[src/rtl/tpu_host_pkg.sv]
// Shared types and byte-order constants for the host-side matmul driver.
// The load and result frames are both 8 bytes long.
package tpu_host_pkg;

  typedef enum logic [2:0] {IDLE, LOAD, WAIT, CAPTURE, RESP} drv_state_t;

  localparam int FRAME_BYTES = 8;
  localparam int MAT_BYTES   = 4;

  // Position of each operand byte within the load frame
  localparam logic [2:0] IDX_W00 = 3'd0, IDX_W01 = 3'd1, IDX_W10 = 3'd2, IDX_W11 = 3'd3;
  localparam logic [2:0] IDX_X00 = 3'd4, IDX_X01 = 3'd5, IDX_X10 = 3'd6, IDX_X11 = 3'd7;

  // Position of each result byte within the capture frame (MSB first)
  localparam logic [2:0] IDX_C00_HI = 3'd0, IDX_C00_LO = 3'd1, IDX_C01_HI = 3'd2, IDX_C01_LO = 3'd3;
  localparam logic [2:0] IDX_C10_HI = 3'd4, IDX_C10_LO = 3'd5, IDX_C11_HI = 3'd6, IDX_C11_LO = 3'd7;

  function automatic logic [7:0] load_byte(input logic [31:0] w, input logic [31:0] x,
                                           input logic [2:0] idx);
    logic [7:0] b;
    case (idx)
      IDX_W00: b = w[7:0];
      IDX_W01: b = w[15:8];
      IDX_W10: b = w[23:16];
      IDX_W11: b = w[31:24];
      IDX_X00: b = x[7:0];
      IDX_X01: b = x[15:8];
      IDX_X10: b = x[23:16];
      default: b = x[31:24];
    endcase
    return b;
  endfunction

endpackage

[src/rtl/host_result_assembler.sv]
// Collects the 8-byte result stream into four signed 16-bit words.
// The words reflect the byte arriving this cycle so the caller can register them on full.
module host_result_assembler
  import tpu_host_pkg::*;
(
  input  logic               clk,
  input  logic               rst_n,
  input  logic               clear,
  input  logic               sample_en,
  input  logic [7:0]         byte_in,
  output logic signed [15:0] word_c00,
  output logic signed [15:0] word_c01,
  output logic signed [15:0] word_c10,
  output logic signed [15:0] word_c11,
  output logic               full
);

  logic [2:0] cnt_q, cnt_d;
  logic [7:0] bytes_q [FRAME_BYTES];
  logic [7:0] bytes_d [FRAME_BYTES];

  always_comb begin
    cnt_d   = cnt_q;
    bytes_d = bytes_q;
    full    = 1'b0;
    if (clear) begin
      cnt_d = 3'd0;
    end else if (sample_en) begin
      bytes_d[cnt_q] = byte_in;
      cnt_d          = cnt_q + 3'd1;
      full           = (cnt_q == 3'(FRAME_BYTES - 1));
    end
  end

  always_ff @(posedge clk) begin
    if (!rst_n) begin
      cnt_q <= 3'd0;
      for (int i = 0; i < FRAME_BYTES; i++) bytes_q[i] <= 8'd0;
    end else begin
      cnt_q   <= cnt_d;
      bytes_q <= bytes_d;
    end
  end

  assign word_c00 = {bytes_d[IDX_C00_HI], bytes_d[IDX_C00_LO]};
  assign word_c01 = {bytes_d[IDX_C01_HI], bytes_d[IDX_C01_LO]};
  assign word_c10 = {bytes_d[IDX_C10_HI], bytes_d[IDX_C10_LO]};
  assign word_c11 = {bytes_d[IDX_C11_HI], bytes_d[IDX_C11_LO]};

endmodule

[src/rtl/host_matmul_driver.sv]
// Host master for the 2x2 byte-serial matmul port: load 8 bytes, wait for done, capture 8 bytes.
// Define HOST_DRV_LATENCY_EN to add the last_latency accept-to-response cycle counter port.
module host_matmul_driver
  import tpu_host_pkg::*;
#(
  parameter int TIMEOUT = 32,
  parameter int DATA_W  = 8
) (
  input  logic               clk,
  input  logic               rst_n,
  input  logic               req_valid,
  output logic               req_ready,
  input  logic [31:0]        req_weights,
  input  logic [31:0]        req_inputs,
  input  logic               req_transpose,
  output logic               load_en,
  output logic [DATA_W-1:0]  load_data,
  output logic               transpose,
  input  logic               done,
  input  logic [DATA_W-1:0]  host_outdata,
  output logic               resp_valid,
  input  logic               resp_ready,
  output logic signed [15:0] resp_c00,
  output logic signed [15:0] resp_c01,
  output logic signed [15:0] resp_c10,
  output logic signed [15:0] resp_c11,
  output logic               resp_timeout
`ifdef HOST_DRV_LATENCY_EN
  ,
  output logic [7:0]         last_latency
`endif
);

  localparam int TMO_W = $clog2(TIMEOUT + 1);

  drv_state_t         state_q, state_d;
  logic               req_ready_q, req_ready_d;
  logic               load_en_q, load_en_d;
  logic [7:0]         load_data_q, load_data_d;
  logic               transpose_q, transpose_d;
  logic               resp_valid_q, resp_valid_d;
  logic               resp_timeout_q, resp_timeout_d;
  logic signed [15:0] c00_q, c00_d, c01_q, c01_d, c10_q, c10_d, c11_q, c11_d;
  logic [31:0]        weights_q, weights_d, inputs_q, inputs_d;
  logic [3:0]         byte_idx_q, byte_idx_d;
  logic [TMO_W-1:0]   tmo_cnt_q, tmo_cnt_d;

  logic               accept, sample_en, asm_full;
  logic signed [15:0] asm_c00, asm_c01, asm_c10, asm_c11;

  assign accept    = (state_q == IDLE) && req_valid && req_ready_q;
  // The byte on the bus in the cycle done first rises is byte 0
  assign sample_en = ((state_q == WAIT) && done) || (state_q == CAPTURE);

  host_result_assembler u_asm (
    .clk      (clk),
    .rst_n    (rst_n),
    .clear    (accept),
    .sample_en(sample_en),
    .byte_in  (host_outdata),
    .word_c00 (asm_c00),
    .word_c01 (asm_c01),
    .word_c10 (asm_c10),
    .word_c11 (asm_c11),
    .full     (asm_full)
  );

  always_comb begin
    state_d        = state_q;
    req_ready_d    = req_ready_q;
    load_en_d      = load_en_q;
    load_data_d    = load_data_q;
    transpose_d    = transpose_q;
    resp_valid_d   = resp_valid_q;
    resp_timeout_d = resp_timeout_q;
    c00_d = c00_q; c01_d = c01_q; c10_d = c10_q; c11_d = c11_q;
    weights_d      = weights_q;
    inputs_d       = inputs_q;
    byte_idx_d     = byte_idx_q;
    tmo_cnt_d      = tmo_cnt_q;
    case (state_q)
      IDLE: begin
        req_ready_d = 1'b1;
        if (accept) begin
          weights_d   = req_weights;
          inputs_d    = req_inputs;
          transpose_d = req_transpose;
          req_ready_d = 1'b0;
          load_en_d   = 1'b1;
          load_data_d = load_byte(req_weights, req_inputs, IDX_W00);
          byte_idx_d  = 4'd1;
          state_d     = LOAD;
        end
      end
      LOAD: begin
        if (byte_idx_q == 4'(FRAME_BYTES)) begin
          load_en_d   = 1'b0;
          load_data_d = 8'd0;
          tmo_cnt_d   = '0;
          state_d     = WAIT;
        end else begin
          load_data_d = load_byte(weights_q, inputs_q, byte_idx_q[2:0]);
          byte_idx_d  = byte_idx_q + 4'd1;
        end
      end
      WAIT: begin
        tmo_cnt_d = tmo_cnt_q + 1'b1;
        if (done) begin
          state_d = CAPTURE;
        end else if (tmo_cnt_d == TMO_W'(TIMEOUT)) begin
          state_d        = RESP;
          resp_valid_d   = 1'b1;
          resp_timeout_d = 1'b1;
          c00_d = '0; c01_d = '0; c10_d = '0; c11_d = '0;
        end
      end
      CAPTURE: begin
        if (asm_full) begin
          state_d      = RESP;
          resp_valid_d = 1'b1;
          c00_d = asm_c00; c01_d = asm_c01; c10_d = asm_c10; c11_d = asm_c11;
        end
      end
      RESP: begin
        if (resp_ready) begin
          state_d        = IDLE;
          resp_valid_d   = 1'b0;
          resp_timeout_d = 1'b0;
          transpose_d    = 1'b0;
          req_ready_d    = 1'b1;
          byte_idx_d     = 4'd0;
          tmo_cnt_d      = '0;
        end
      end
      default: state_d = IDLE;
    endcase
  end

  always_ff @(posedge clk) begin
    if (!rst_n) begin
      state_q        <= IDLE;
      req_ready_q    <= 1'b1;
      load_en_q      <= 1'b0;
      load_data_q    <= 8'd0;
      transpose_q    <= 1'b0;
      resp_valid_q   <= 1'b0;
      resp_timeout_q <= 1'b0;
      c00_q <= '0; c01_q <= '0; c10_q <= '0; c11_q <= '0;
      weights_q      <= 32'd0;
      inputs_q       <= 32'd0;
      byte_idx_q     <= 4'd0;
      tmo_cnt_q      <= '0;
    end else begin
      state_q        <= state_d;
      req_ready_q    <= req_ready_d;
      load_en_q      <= load_en_d;
      load_data_q    <= load_data_d;
      transpose_q    <= transpose_d;
      resp_valid_q   <= resp_valid_d;
      resp_timeout_q <= resp_timeout_d;
      c00_q <= c00_d; c01_q <= c01_d; c10_q <= c10_d; c11_q <= c11_d;
      weights_q      <= weights_d;
      inputs_q       <= inputs_d;
      byte_idx_q     <= byte_idx_d;
      tmo_cnt_q      <= tmo_cnt_d;
    end
  end

`ifdef HOST_DRV_LATENCY_EN
  logic [7:0] lat_cnt_q, lat_cnt_d, last_lat_q, last_lat_d;

  // Accept edge counts as 0; the edge raising resp_valid adds the final cycle
  always_comb begin
    lat_cnt_d  = lat_cnt_q;
    last_lat_d = last_lat_q;
    if (accept) lat_cnt_d = 8'd0;
    else if (lat_cnt_q != 8'hFF) lat_cnt_d = lat_cnt_q + 8'd1;
    if (!resp_valid_q && resp_valid_d)
      last_lat_d = (lat_cnt_q == 8'hFF) ? 8'hFF : lat_cnt_q + 8'd1;
  end

  always_ff @(posedge clk) begin
    if (!rst_n) begin
      lat_cnt_q  <= 8'd0;
      last_lat_q <= 8'd0;
    end else begin
      lat_cnt_q  <= lat_cnt_d;
      last_lat_q <= last_lat_d;
    end
  end

  assign last_latency = last_lat_q;
`endif

  assign req_ready    = req_ready_q;
  assign load_en      = load_en_q;
  assign load_data    = load_data_q;
  assign transpose    = transpose_q;
  assign resp_valid   = resp_valid_q;
  assign resp_timeout = resp_timeout_q;
  assign resp_c00     = c00_q;
  assign resp_c01     = c01_q;
  assign resp_c10     = c10_q;
  assign resp_c11     = c11_q;

endmodule

[config.mk]
export PLATFORM = sky130hd
export DESIGN_NAME = host_matmul_driver
export DESIGN_NICKNAME = d
export VERILOG_FILES = /design/src/rtl/tpu_host_pkg.sv /design/src/rtl/host_result_assembler.sv /design/src/rtl/host_matmul_driver.sv
export SDC_FILE = /design/constraint.sdc
export NUM_CORES = 1
export LEC_CHECK = 0
export CAP_MARGIN = 10
export CORE_UTILIZATION = 53
export CTS_CLUSTER_SIZE = 8
export DETAILED_ROUTE_END_ITERATION = 16
export PLACE_DENSITY = 0.79
export SLEW_MARGIN = 20
export SYNTH_ARGS = -nofsm -noshare
export SYNTH_HDL_FRONTEND = slang
export SYNTH_SLANG_ARGS = --single-unit
[constraint.sdc]
create_clock -name clk -period 2.65 [get_ports clk]
set_input_delay 0.53 -clock clk [delete_from_list [all_inputs] [get_ports clk]]
set_output_delay 0.53 -clock clk [all_outputs]
set_load 0.1 [all_outputs]
==> flow_metrics.tcl <==
set metrics [dict create \
    synth_top_flop_cell "dfxtp_1" \
    hold_viol 0 \
    synth_nets 1087 \
    cts_buffers 31 \
    multi_input_area_mm2 0.00446 \
    hpwl_um 15800 \
    ys_seq_area_share_pct 47.2 \
    holdWs_ps 454 \
    clock-sinks 221 \
    grt.total_usage_pct 26.7 \
    io_buffer_count 154 \
    fill_cells 1402 \
    overflow 0 \
    clk_pin_slew_ps 50 \
    final_nets 1230 \
    hold_buffers 0 \
    worstHoldStart "weights_q[19]$_SDFFE_PN0P_" \
    die_h_um 135 \
    h-tree-depth 1 \
    postSynthAreaPerCell_um2 9.37 \
    crit_chain "inv_1 > ha_1 > a221oi_1 > a21oi_1 > a2111oi_0 > o22ai_1" \
    async_flop_share_pct 0 \
    antenna_cells 0 \
    fin_skew_ps 17.5 \
    die-area_mm2 0.0182 \
    stdcell_area_mm2 0.0117 \
    leakagePower_uw 0.00495 \
    clock_power_share_pct 32.9 \
    wl_um 24500 \
    clock-root-buffer "clkbuf_16" \
    period_needed_ps 2330 \
    period_share_pct 88.0 \
    cp_slowest_cell "a2111oi_0" \
    io_pins 155 \
    post_cts.repair.setup_buffers 0 \
    yosysWarnings 0 \
    postRouteAntennaNets 0 \
    route.vias.total 7901 \
    cts_resized 0 \
    synthesis.area_mm2 0.00938 \
    cell_internal_pwr_uw 6610 \
    ir_worst_vdd_mv 0.665 \
    cp-start-kind "register" \
    syn_inst 1001 \
    die_w_um 135 \
    final_max_slew_viol_count 0 \
    hold_class "register to register" \
    yosysUniqueCellTypes 63 \
    start_util_pct 54.2 \
    r2r-start "byte_idx_q[0]$_SDFFE_PN0P_" \
    area.sequential_mm2 0.00442 \
    drive_above_1_share_pct 16.1 \
    insertion_delay_ps 550 \
    synth_area_leaders "dfxtp_1 (47%), mux2i_1 (12%), nand2_1 (8.1%)" \
    wl_per_cell_um 17.9 \
    power_frac_comb_pct 28.7 \
    grt_pass1_vias 7706 \
    r2r_setup_slack_ps 320 \
    status "finished, final reports clean" \
    p_total_uw 10200 \
    cts_buffer_depth 3 \
    dpl_cell_area_mm2 0.0109 \
    cts_tree "done" \
    crit_fanout 12 \
    share_seq_of_total_power_pct 38.3 \
    required_ps 3050 \
    grt_pass1_wl_um 39000 \
    synth_edf_count 0 \
    rsz0062_at_grt "false" \
    critical_path_class "register to register" \
    setup_tns_ps 0 \
    min_to "weights_q[19]$_SDFFE_PN0P_" \
    endpoint_kind "register" \
    cpPeakStageDelay_ps 590 \
    worst_ep_arrival_time_ps 2730 \
    fmax_ghz 0.429 \
    row_count 48 \
    synth-seq-cells 221 \
    worst_slew_pin_slew_ps 620 \
    viasPerCell 5.77 \
    grt_max_degree 75 \
    relSlewSlack_pct 57.6 \
    drcViolationCount 0 \
    core_area_mm2 0.0173 \
    setup_violations 0 \
    power_density_mw_per_mm2 872 \
    gp_congestion 0.902 \
    dr.pass1.iters 7 \
    area_growth_pct 25.2 \
    yosysTopAreaCell "dfxtp_1" \
    drv_cap 0 \
    p_switching_uw 3630 \
    r2r_cells 6 \
    drt_iter0_drc 552 \
    synth_top_cell_area_share_pct 47.2 \
    worstReg2RegEnd "load_data[1]$_SDFFE_PN0P_" \
    antenna_found_initial 0 \
    hold_path_depth 2 \
    switching_share_pct 35.4 \
]
[stage by stage]
stage | worst slack (ps) | std cells | utilization (%)
3_3_place_gp | 83.8 | 1336 | 63.3
6_report | 318 | 1369 | 67.9
5_1_grt | 195 | 1369 | 67.9
2_1_floorplan | 360 | 1001 | -
4_1_cts | 381 | 1369 | 67.9
3_5_place_dp | 27.8 | 1336 | 63.3
[worst max-delay path by stage]
| stage | startpoint | end | slack, ps | cells past startpoint |
|---|---|---|---|---|
| after floorplan | req_ready$_SDFFE_PN1P_ | weights_q[15]$_SDFFE_PN0P_ | 360 | 6 |
| after global placement | done | resp_c01[1]$_SDFFE_PN0P_ | 80 | 6 |
| after detailed placement | done | resp_c10[0]$_SDFFE_PN0P_ | 30 | 6 |
| after CTS | byte_idx_q[0]$_SDFFE_PN0P_ | load_data[1]$_SDFFE_PN0P_ | 380 | 6 |
| after global routing | byte_idx_q[0]$_SDFFE_PN0P_ | load_data[1]$_SDFFE_PN0P_ | 200 | 6 |
| final | byte_idx_q[0]$_SDFFE_PN0P_ | load_data[1]$_SDFFE_PN0P_ | 320 | 6 |
[worst max-delay path: cells and delay by family (launching register included)]
kind            cells  cell delay, ps
compound gates      4            1250
fa+ha+maj           1             420
flops               1             410
buf+inv             1             110
[area by class of cell]
type	count	area share, %
multi-input cells	689	37.9
flip-flops and latches	221	37.7
repair buffers	195	15.0
clock buffers	31	6.61
well taps	225	2.40
clock inverters	2	0.213
inverters	6	0.213
[metal layers]
metal,part of all wire [%],wire [µm],track usage (%)
met5,0,0,0
met4,3.0,725,9.43
met3,7.0,1710,4.43
met1,42,10400,33.8
met2,48,11600,45.9
[registers in the layout, indices dropped and copies added (netlist names), 3 cells and up]
signal	cells
state_q	3
inputs_q	32
u_asm.bytes_q	64
resp_c01	16
resp_c10	16
byte_idx_q	4
resp_c11	16
load_data	8
tmo_cnt_q	6
u_asm.cnt_q	3
weights_q	32
resp_c00	16
[power by group through the flow]
stage / logic (µW) / clock network (µW) / registers, µW
2_1_floorplan: 1320 / 0 / 4790
3_3_place_gp: 2890 / 0 / 3970
3_5_place_dp: 2920 / 0 / 3980
4_1_cts: 2930 / 3420 / 3920
5_1_grt: 3110 / 3570 / 3960
6_report: 2940 / 3370 / 3920
[cell families after synthesis]
group	synth area share, %
compound gates	17.5
flops	47.2
mux	13.1
simple gates	15.6
buf+inv	5.44
fa+ha+maj	1.07
xor+xnor	0.0934
[cells in the final DEF (no fill, tap or decap), types with 4 or more instances in the layout]
master / count
clkbuf_16: 31
buf_12: 8
a211oi_1: 4
a221oi_1: 11
o21a_1: 7
o2bb2ai_2: 8
o21ai_0: 13
mux2_2: 7
nor3_1: 4
clkdlybuf4s50_1: 77
and3_1: 6
o22ai_1: 7
o22a_1: 51
nand3_1: 5
inv_1: 4
dfxtp_1: 221
a222oi_1: 7
nand3b_1: 8
nand2_1: 202
buf_4: 110
o2bb2ai_1: 5
nor2_1: 77
a21oi_1: 83
mux2i_1: 115
ha_1: 8
a22oi_1: 12
[cell usage after synthesis (3+ instances only)]
master and number:
nor3_1 5, nand3_1 5, mux2i_1 115, a32o_1 3
clkbuf_1 58, and3_1 6, inv_1 4, o2bb2ai_1 5
buf_4 5, a211oi_1 4, nor3b_1 3, a221oi_1 11
o22ai_1 7, mux2_2 7, nand2_1 202, a222oi_1 7
buf_12 7, o2bb2ai_2 8, nor2_1 77, buf_2 11
buf_6 3, a22oi_1 12, ha_1 8, nand3b_1 8
o22a_1 51, nor3_2 3, o21ai_0 13, a21oi_1 83
dfxtp_1 221, o21a_1 7
Power figures use the tool's default switching activity.
